[src/rtl/booth_mult_seq_if.sv]
// Handshake and operand/result bundle between the execute stage and booth_mult_seq.
interface booth_mult_seq_if #(
   parameter int unsigned WIDTH = 32
);
   logic             ctrl_MULT;
   logic [WIDTH-1:0] data_operandA;
   logic [WIDTH-1:0] data_operandB;
   logic [WIDTH-1:0] data_result;
   logic             data_exception;
   logic             data_resultRDY;
   logic             busy;

   // Requester side: issues the start pulse and operands, consumes the result
   modport master (
      output ctrl_MULT,
      output data_operandA,
      output data_operandB,
      input  data_result,
      input  data_exception,
      input  data_resultRDY,
      input  busy
   );

   // Multiplier side
   modport slave (
      input  ctrl_MULT,
      input  data_operandA,
      input  data_operandB,
      output data_result,
      output data_exception,
      output data_resultRDY,
      output busy
   );
endinterface

[src/rtl/booth_mult_seq.sv]
// Sequential radix-2 Booth multiplier: one add/subtract and one arithmetic
// shift per cycle, WIDTH steps, low word of the product plus signed-overflow flag.
// Optional macro MULT_ZERO_SKIP_EN: a zero operand on the start edge skips the
// iterations and completes with a one-cycle latency.
module booth_mult_seq #(
   parameter int unsigned WIDTH = 32,
   parameter int unsigned CNT_W = 6
) (
   input  logic              clock,
   input  logic              reset,
   booth_mult_seq_if.slave   io_mult
);

   // Product register layout: {upper WIDTH, lower WIDTH, Booth Q-1 bit}
   localparam int unsigned PW = 2 * WIDTH + 1;

   typedef enum logic [1:0] {
      IDLE = 2'd0,
      RUN  = 2'd1,
      DONE = 2'd2
   } state_t;

   state_t             r_state;
   logic [CNT_W-1:0]   r_cnt;
   logic [PW-1:0]      r_prod;
   logic [WIDTH-1:0]   r_mcand;
   logic [WIDTH-1:0]   r_result;
   logic               r_exc;
   logic               r_rdy;
   logic               r_busy;

   logic [WIDTH:0]     w_upper_x;
   logic [WIDTH:0]     w_mcand_x;
   logic [WIDTH:0]     w_sum;
   logic [PW-1:0]      w_step;
   logic               w_last;
   logic               w_exc;
   logic               w_zero_op;

   // One extra guard bit so that subtracting the most negative multiplicand cannot wrap
   assign w_upper_x = {r_prod[PW-1], r_prod[PW-1:WIDTH+1]};
   assign w_mcand_x = {r_mcand[WIDTH-1], r_mcand};

   // Booth recoding of (Q0, Q-1): 01 adds, 10 subtracts, 00/11 leave the partial product
   always_comb begin
      w_sum = w_upper_x;
      case (r_prod[1:0])
         2'b01:   w_sum = w_upper_x + w_mcand_x;
         2'b10:   w_sum = w_upper_x - w_mcand_x;
         default: w_sum = w_upper_x;
      endcase
   end

   // The guard bit becomes the new sign, which is the arithmetic right shift by one
   assign w_step = {w_sum, r_prod[WIDTH:1]};

   assign w_last = (r_cnt == CNT_W'(WIDTH - 1));

   // Overflow when the upper WIDTH+1 bits of the 2*WIDTH product are not a pure sign extension
   assign w_exc = ~((&r_prod[PW-1:WIDTH]) | ~(|r_prod[PW-1:WIDTH]));

`ifdef MULT_ZERO_SKIP_EN
   assign w_zero_op = (io_mult.data_operandA == '0) || (io_mult.data_operandB == '0);
`else
   assign w_zero_op = 1'b0;
`endif

   // Control FSM, datapath registers and registered outputs
   always_ff @(posedge clock) begin
      if (reset) begin
         r_state  <= IDLE;
         r_cnt    <= '0;
         r_prod   <= '0;
         r_mcand  <= '0;
         r_result <= '0;
         r_exc    <= 1'b0;
         r_rdy    <= 1'b0;
         r_busy   <= 1'b0;
      end else begin
         r_rdy <= 1'b0;
         case (r_state)
            IDLE: begin
               r_busy <= 1'b0;
            end
            RUN: begin
               r_prod <= w_step;
               r_cnt  <= r_cnt + CNT_W'(1);
               if (w_last) begin
                  r_state <= DONE;
               end
            end
            DONE: begin
               r_rdy    <= 1'b1;
               r_result <= r_prod[WIDTH:1];
               r_exc    <= w_exc;
               r_state  <= IDLE;
            end
            default: begin
               r_state <= IDLE;
               r_busy  <= 1'b0;
            end
         endcase

         // A start pulse wins over whatever the FSM was doing; a pending DONE pulse still fires
         if (io_mult.ctrl_MULT) begin
            r_mcand <= io_mult.data_operandA;
            r_cnt   <= '0;
            r_busy  <= 1'b1;
            if (w_zero_op) begin
               r_prod  <= '0;
               r_state <= DONE;
            end else begin
               r_prod  <= {{WIDTH{1'b0}}, io_mult.data_operandB, 1'b0};
               r_state <= RUN;
            end
         end
      end
   end

   assign io_mult.data_result    = r_result;
   assign io_mult.data_exception = r_exc;
   assign io_mult.data_resultRDY = r_rdy;
   assign io_mult.busy           = r_busy;

endmodule

[src/flat_wrapper.sv]
// flat-port wrapper written by rule: the top's interface ports become plain ports
module booth_mult_seq_flat 
#(
   parameter int unsigned WIDTH = 32,
   parameter int unsigned CNT_W = 6
)
  (clock, reset, io_mult_ctrl_MULT, io_mult_data_operandA, io_mult_data_operandB, io_mult_data_result, io_mult_data_exception, io_mult_data_resultRDY, io_mult_busy);
  booth_mult_seq_if #(.WIDTH(WIDTH)) io_mult_i ();
  input  logic clock;
  input  logic reset;
  input wire logic [$bits(io_mult_i.ctrl_MULT)-1:0] io_mult_ctrl_MULT;
  input wire logic [$bits(io_mult_i.data_operandA)-1:0] io_mult_data_operandA;
  input wire logic [$bits(io_mult_i.data_operandB)-1:0] io_mult_data_operandB;
  output wire logic [$bits(io_mult_i.data_result)-1:0] io_mult_data_result;
  output wire logic [$bits(io_mult_i.data_exception)-1:0] io_mult_data_exception;
  output wire logic [$bits(io_mult_i.data_resultRDY)-1:0] io_mult_data_resultRDY;
  output wire logic [$bits(io_mult_i.busy)-1:0] io_mult_busy;
  assign io_mult_i.ctrl_MULT = io_mult_ctrl_MULT;
  assign io_mult_i.data_operandA = io_mult_data_operandA;
  assign io_mult_i.data_operandB = io_mult_data_operandB;
  assign io_mult_data_result = io_mult_i.data_result;
  assign io_mult_data_exception = io_mult_i.data_exception;
  assign io_mult_data_resultRDY = io_mult_i.data_resultRDY;
  assign io_mult_busy = io_mult_i.busy;
  booth_mult_seq #(.WIDTH(WIDTH), .CNT_W(CNT_W)) u_core (.clock(clock), .reset(reset), .io_mult(io_mult_i));
endmodule
[config.mk]
export PLATFORM = sky130hd
export DESIGN_NAME = booth_mult_seq_flat
export DESIGN_NICKNAME = d
export VERILOG_FILES = /design/src/rtl/booth_mult_seq_if.sv /design/src/rtl/booth_mult_seq.sv /design/src/flat_wrapper.sv
export SDC_FILE = /design/constraint.sdc
export NUM_CORES = 1
export LEC_CHECK = 0
export ABC_AREA = 1
export CORE_UTILIZATION = 45
export DETAILED_ROUTE_END_ITERATION = 12
export PLACE_DENSITY = 0.74
export SLEW_MARGIN = 5
export SYNTH_ARGS = -nofsm -noshare
export SYNTH_HDL_FRONTEND = slang
export SYNTH_SLANG_ARGS = --single-unit
[constraint.sdc]
create_clock -name clock -period 6.9 [get_ports clock]
set_input_delay 2.07 -clock clock [delete_from_list [all_inputs] [get_ports clock]]
set_output_delay 2.07 -clock clock [all_outputs]
set_load 0.03 [all_outputs]
==> out/metrics.csv <==
stage;metric;value;unit
run_status;outcome;finished clean;
grt;first-pass GRT wire length;41400;um
floorplanning;initial core utilization;46.27;%
floorplanning;DIE WIDTH;144.2;um
grt;GRT Util Overall;25.05;%
pwr;logic gate share of total power;18.9;%
setup_path;CP Capture Type;flip-flop;
floorplanning;num rows;51;
timing;Hold WS;0.4639;ns
pwr;Int Pwr;0.001519;W
yosys;number of enable flip-flop cells after synthesis;0;
timing;Post-Route Skew;0.01448;ns
setup_path;CP arrival;4.39;ns
yosys;Synth async-reset ratio;0;%
yosys;#FFs+latches synth;140;
placement;DP HPWL;18540;um
yosys;dominant cell type by area after synthesis;dfxtp_1;
grt;initial antenna violation count;0;
run;max-capacitance violation count;0;
floorplanning;die area;0.02078;mm^2
grt;number of global-route vias before repair;8581;
pwr;sequential share of power;38.7;%
timing;Final Slew Violations;0;
drt;Final ANT Viol Nets;0;
drt;WL/cell;13.64;um
placement;Port Buf Inserts;101;
grt;total gr overflow;0;
timing;Max-slew headroom;22.94;%
placement;post-placement cell count;1811;
pwr;Leak;5.268;nW
placement;GPL Wtd Cong;0.9456;
clock_network;Post CTS Setup Buffer Count;0;
finish;Antenna Cells;0;
grt;pin count of the biggest net entering global routing;97;
drt;via count;9396;
clock_network;CTS tree;done;
timing;Max Freq;242.9;MHz
setup_path;worst-path maximum fanout;44;
clock_network;Sink Count;140;
setup_path;type of the worst setup path;primary input to flip-flop;
clock_network;hold_buf cts;0;
drt;DRT Pass-1 Iters;6;
finish;post-layout net count;1671;
floorplanning;Top Ports;102;
pwr;Total Power;0.002241;W
drt;DRC Markers;0;
drt;drt total wl;25140;um
drt;Vias/cell;5.098;
yosys;top-area cell type share of the netlist area;30.82;%
timing;Setup TNS;0;ns
pwr;Max VDD drop;160.7;uV
finish;Util after Layout;55.33;%
floorplanning;die height;144.2;um
yosys;netlist area before placement;0.009094;mm^2
clock_network;clock buffer depth;2;
yosys;Cells after Synth;1495;
timing;worst slew pin tran;1.155;ns
clock_network;post_cts resized;0;
timing;Hold Fails Final Rpt;0;
pwr;Cell Pwr Density;206.1;mW/mm^2
drt;DRT iter0 DRCs;651;
clock_network;Inserted Clock Buffers;17;
setup_path;Critical Path RT;7.17;ns
clock_network;Reg clk slew, reported paths;0.07;ns
finish;non-filler cells, final;1843;
clock_network;worst skew pair latency;0.42;ns
pwr;Clk network pwr share;42.4;%
pwr;P_sw;0.0007223;W
timing;Tcrit/Tclk final;59.68;%
clock_network;root buf cell;clkbuf_16;
worst_hold_path;hold crit path type;flip-flop to flip-flop;
finish;# fillers;1976;
yosys;Post-synth top flop;dfxtp_1;
yosys;largest cells by area after synthesis;dfxtp_1 31%, nand2_1 16%, inv_1 9.8%, nor2_1 8.0%, o21ai_0 7.0%;
timing;RSZ-0062 raised after global routing;no;
yosys;Post-Syn Nets;1601;
setup_path;startpoint types;primary input;
finish;share of cells above drive strength 1;4.246;%
pwr;Switching Fraction;32.23;%
floorplanning;Core Box Area;0.01965;mm^2
yosys;post-synthesis cell type count;42;
timing;Setup Viol. Count Final;0;
yosys;synth warn;0;
yosys;Seq/Total Area, Yosys;30.82;%
timing;fin crit period;4.118;ns
clock_network;H-tree depth;4;
finish;Area Overhead vs Synth;19.59;%
yosys;post-synthesis average cell area;6.083;um^2
-- critical path, stage by stage --
cell,delay [ns]
buf_2,0.36
buf_4,0.41
clkinv_1,0.91
o21ai_0,0.54
a21oi_1,0.07
-- power by group through the flow --
stage	Clock, W	Combinational (W)	Sequential (W)
6_report	0.000950	0.000423	0.000868
5_1_grt	0.000994	0.000476	0.000872
4_1_cts	0.000961	0.000419	0.000867
3_5_place_dp	0	0.000414	0.000885
3_3_place_gp	0	0.000409	0.000884
2_1_floorplan	0	0.000295	0.000877
-- placed cells by master (no fill, tap or decap), types with 2 or more instances in the layout --
master	netlist	routed
a22oi_1	5	5
o21ai_0	127	127
a31oi_1	4	4
nor3_4	2	2
nand4_1	12	12
inv_1	237	236
inv_2	5	6
o211ai_1	5	5
clkdlybuf4s50_1	0	100
inv_6	0	5
ha_1	38	37
a221oi_1	2	2
nand3_1	64	64
nand2_1	395	395
nand3_2	2	2
o31ai_1	2	2
and2_1	3	3
inv_8	0	3
clkinv_8	0	5
o21ai_1	3	3
xnor2_1	11	11
nand2_2	8	8
a21oi_1	109	109
xor2_1	29	29
nor2_2	6	6
and3_1	2	2
clkbuf_16	0	17
nor4_1	12	12
nor3_1	11	11
dfxtp_1	140	140
nor2_1	195	195
buf_4	1	4
-- synthesized netlist by cell type, types with 2 or more instances --
| cell | count |
|---|---|
| nor4_1 | 12 |
| xnor2_1 | 11 |
| o211ai_1 | 5 |
| and2_1 | 3 |
| inv_2 | 5 |
| nor3_1 | 11 |
| nand2_2 | 8 |
| o21ai_1 | 3 |
| inv_1 | 237 |
| ha_1 | 38 |
| xor2_1 | 29 |
| nand3_2 | 2 |
| a221oi_1 | 2 |
| o21ai_0 | 127 |
| o31ai_1 | 2 |
| nand3_1 | 64 |
| nor2_1 | 195 |
| nor2_2 | 6 |
| buf_2 | 3 |
| clkbuf_1 | 46 |
| and3_1 | 2 |
| a22oi_1 | 5 |
| dfxtp_1 | 140 |
| nor3_4 | 2 |
| nand4_1 | 12 |
| buf_1 | 4 |
| nand2_1 | 395 |
| a31oi_1 | 4 |
| a21oi_1 | 109 |
-- sequential cells by signal (all words and copies together), names as in the netlist --
| signal | count |
|---|---|
| u_core.io_mult.busy | 1 |
| u_core.io_mult.data_exception | 1 |
| u_core.io_mult.data_result | 32 |
| u_core.io_mult.data_resultRDY | 1 |
| u_core.r_cnt | 6 |
| u_core.r_mcand | 32 |
| u_core.r_prod | 65 |
| u_core.r_state | 2 |
-- worst paths after layout --
check / startpoint / to / slack, ns / cells past startpoint
max: io_mult_ctrl_MULT / u_core.r_mcand[2] / 2.78 / 5
min: u_core.io_mult.busy / u_core.io_mult.busy / 0.46 / 2
max reg2reg: u_core.r_prod[1] / u_core.r_prod[59] / 3.11 / 15
min reg2reg: u_core.io_mult.busy / u_core.io_mult.busy / 0.46 / 2
-- logic make-up (layout without fill, tap and decap cells) --
group                      after synthesis  in the layout  share of synthesized area, %
and+or+nand+nor                        717            717                         32.48
buffers and inverters                  297            380                         12.34
DFF                                    140            140                         30.82
xor gates and xnor gates                40             40                         3.852
adders and majority gates               39             39                         5.449
AOI/OAI and AO/OA                      262            262                         15.05
-- per-layer routing --
layer  up-vias  GRT usage [%]  share of wire [%]
li1       4835              -                  -
met1      4284          33.33                 47
met2       243          41.06                 45
met3        34          4.702                5.9
met4         0          7.368                1.8
met5         -              0                  0
-- through the flow --
| step | cell area, um^2 | setup WS, ns |
|---|---|---|
| 5_1_grt | 10880 | 2.539 |
| 6_report | 10880 | 2.782 |
| 3_3_place_gp | 10250 | 2.488 |
| 3_5_place_dp | 10250 | 2.357 |
| 2_1_floorplan | 9094 | 3.922 |
| 4_1_cts | 10880 | 2.787 |
-- final cells by class --
type	instances	area, um^2	area share, %
multi-input cells	1058	5171	47.55
inverters	243	912.1	8.387
flip-flops and latches	140	2803	25.77
well taps	265	331.6	3.049
clock inverters	15	196.4	1.806
clock buffers	17	425.4	3.912
repair buffers	105	1036	9.526
No activity file was read; power rests on OpenSTA's default activity.
==> edit, RTL diff (same flow settings) <==
Add a define of `MULT_ZERO_SKIP_EN`.
--- a/src/rtl/booth_mult_seq.sv
+++ b/src/rtl/booth_mult_seq.sv
@@ -2,6 +2,8 @@
 // shift per cycle, WIDTH steps, low word of the product plus signed-overflow flag.
 // Optional macro MULT_ZERO_SKIP_EN: a zero operand on the start edge skips the
 // iterations and completes with a one-cycle latency.
+`define MULT_ZERO_SKIP_EN
+
 module booth_mult_seq #(
    parameter int unsigned WIDTH = 32,
    parameter int unsigned CNT_W = 6
Check against the original RTL: not equivalent (Yosys sat finds a counterexample within 4 cycles, from zero or initial values and one cycle with reset high).
==> edit against the original RTL <==
- power rose by 5.1%
- sequential cell count did not move
- maximum frequency fell by 1.9%
- routed wire length rose by 5.9%
- synthesized area rose by 1.4%
- count of clock-buffer cells in the layout did not move
- largest power group unchanged
- design area rose by 1.0%
- sequential share of layout area fell by 0.26 points
- non-clock buffer count rose by 6
- worst setup slack got worse by 81 ps
==> edit: results (changes against the original RTL) <==
| Metric | Value |
|---|---|
| Status | completed |
| Complex-gate fraction of the synthesized area | 15.6% (+0.58 points) |
| DR vias/cell | 5.33 (+4.6%) |
| Flop2flop setup slack | 3040 ps (-70 ps) |
| First-pass GRT wire length | 44000 µm (+6.2%) |
| Leakage power | 5.10 nW (-3.2%) |
| Area share of xor/xnor cells in the synthesized design | 3.61% (-0.24 points) |
| Syn Nets | 1609 (+0.50%) |
| Worst slew pin tran | 1040 ps (-119 ps) |
| Detailed-route via count | 9860 (+4.9%) |
| Multiplexer share of the synthesized area | 0% (unchanged) |
| Peak supply drop | 0.000134 V (-17%) |
| Pre-antenna DRT Iters | 5 (-1) |
| Synth Instances | 1502 (+0.47%) |
| Area contributors post-synth | dfxtp_1 (30%), nand2_1 (14%), nor2_1 (9.0%), o21ai_0 (7.9%), inv_1 (7.8%) |
| Placed wire-length estimate | 19800 µm (+6.9%) |
| Layout cell share with drive strength beyond 1 | 4.17% (-0.079 points) |
| Detailed Route WL | 26600 µm (+5.9%) |
| Initial antenna violation count | 0 (unchanged) |
| WP data arrival | 4550 ps (+160 ps) |
| Worst Skew | 12.0 ps (-2.49 ps) |
| Hold slack | 473 ps (+9.29 ps) |
| Final nets | 1678 (+0.42%) |
| Vias in the first global route | 9181 (+7.0%) |
| Slowest-stage cell, CP | clkdlybuf4s50_1 |
| RD Place Congestion | 0.907 (-4.1%) |
| Tot GR Track Use | 25.3% (+0.23 points) |
| Placed Instances | 1817 (+0.33%) |
| Worst Path Max Fanout | 24 (-45%) |
| Part of the Yosys area used for sequential elements | 30.4% (-0.43 points) |
| Largest net degree at the start of global routing | 87 (-10%) |
| DRT iter0 DRCs | 763 (+17%) |
| Synth Area in Adders | 5.51% (+0.060 points) |
| Synth cell count leaders | nand2_1 (352), nor2_1 (220), inv_1 (191), o21ai_0 (146), dfxtp_1 (140) |
edit: area by class of cell:
cell class	count	area, µm²
inverter	196	736
timing repair buffer	111	1090
fill	2007	8800
tap	265	332
clock buffer	17	425
clock inverter	15	168
sequential	140	2800
multi-input combinational	1105	5440
edit: worst register-to-register path, stage by stage (launching register included):
cell     delay [ps]
dfxtp_1         380
ha_1            590
inv_1           530
nand2_1         250
nand3_2         150
nor2_1          140
xor2_1          250
ha_1            360
nand2_1         150
inv_1            50
nand2_1          60
nand2_1          60
nand2_1          70
nand2_1          40
a21oi_1         240
nand2_1          90
nand2_1          70
nand3_1          90
nand2_1         100
a21oi_1          60
edit: worst paths after layout:
check                                           to
setup / recovery    u_core.r_prod[14]$_SDFFE_PP0P_
hold / removal    u_core.io_mult.busy$_SDFFE_PP0P_
setup reg to reg    u_core.r_prod[63]$_SDFFE_PP0P_
hold reg to reg   u_core.io_mult.busy$_SDFFE_PP0P_
edit: report_power, final:
part / switching [mW] / total (mW) / internal (mW)
registers: 0.0413 / 0.900 / 0.859
clock network: 0.427 / 0.914 / 0.487
logic: 0.344 / 0.540 / 0.196
total: 0.812 / 2.35 / 1.54
edit: per-layer routing:
layer	wire length, µm	GRT usage (%)	up-vias
met4	478	7.68	0
met5	0	0	-
met2	11900	40.7	326
li1	-	-	4983
met1	12300	34.0	4512
met3	1930	4.84	39
edit: per-stage QoR:
step	utilization (%)	setup slack [ps]
2_1_floorplan	-	3730
3_3_place_gp	52.5	2350
3_5_place_dp	52.5	2320
4_1_cts	55.5	2770
5_1_grt	55.5	2530
6_report	55.5	2700
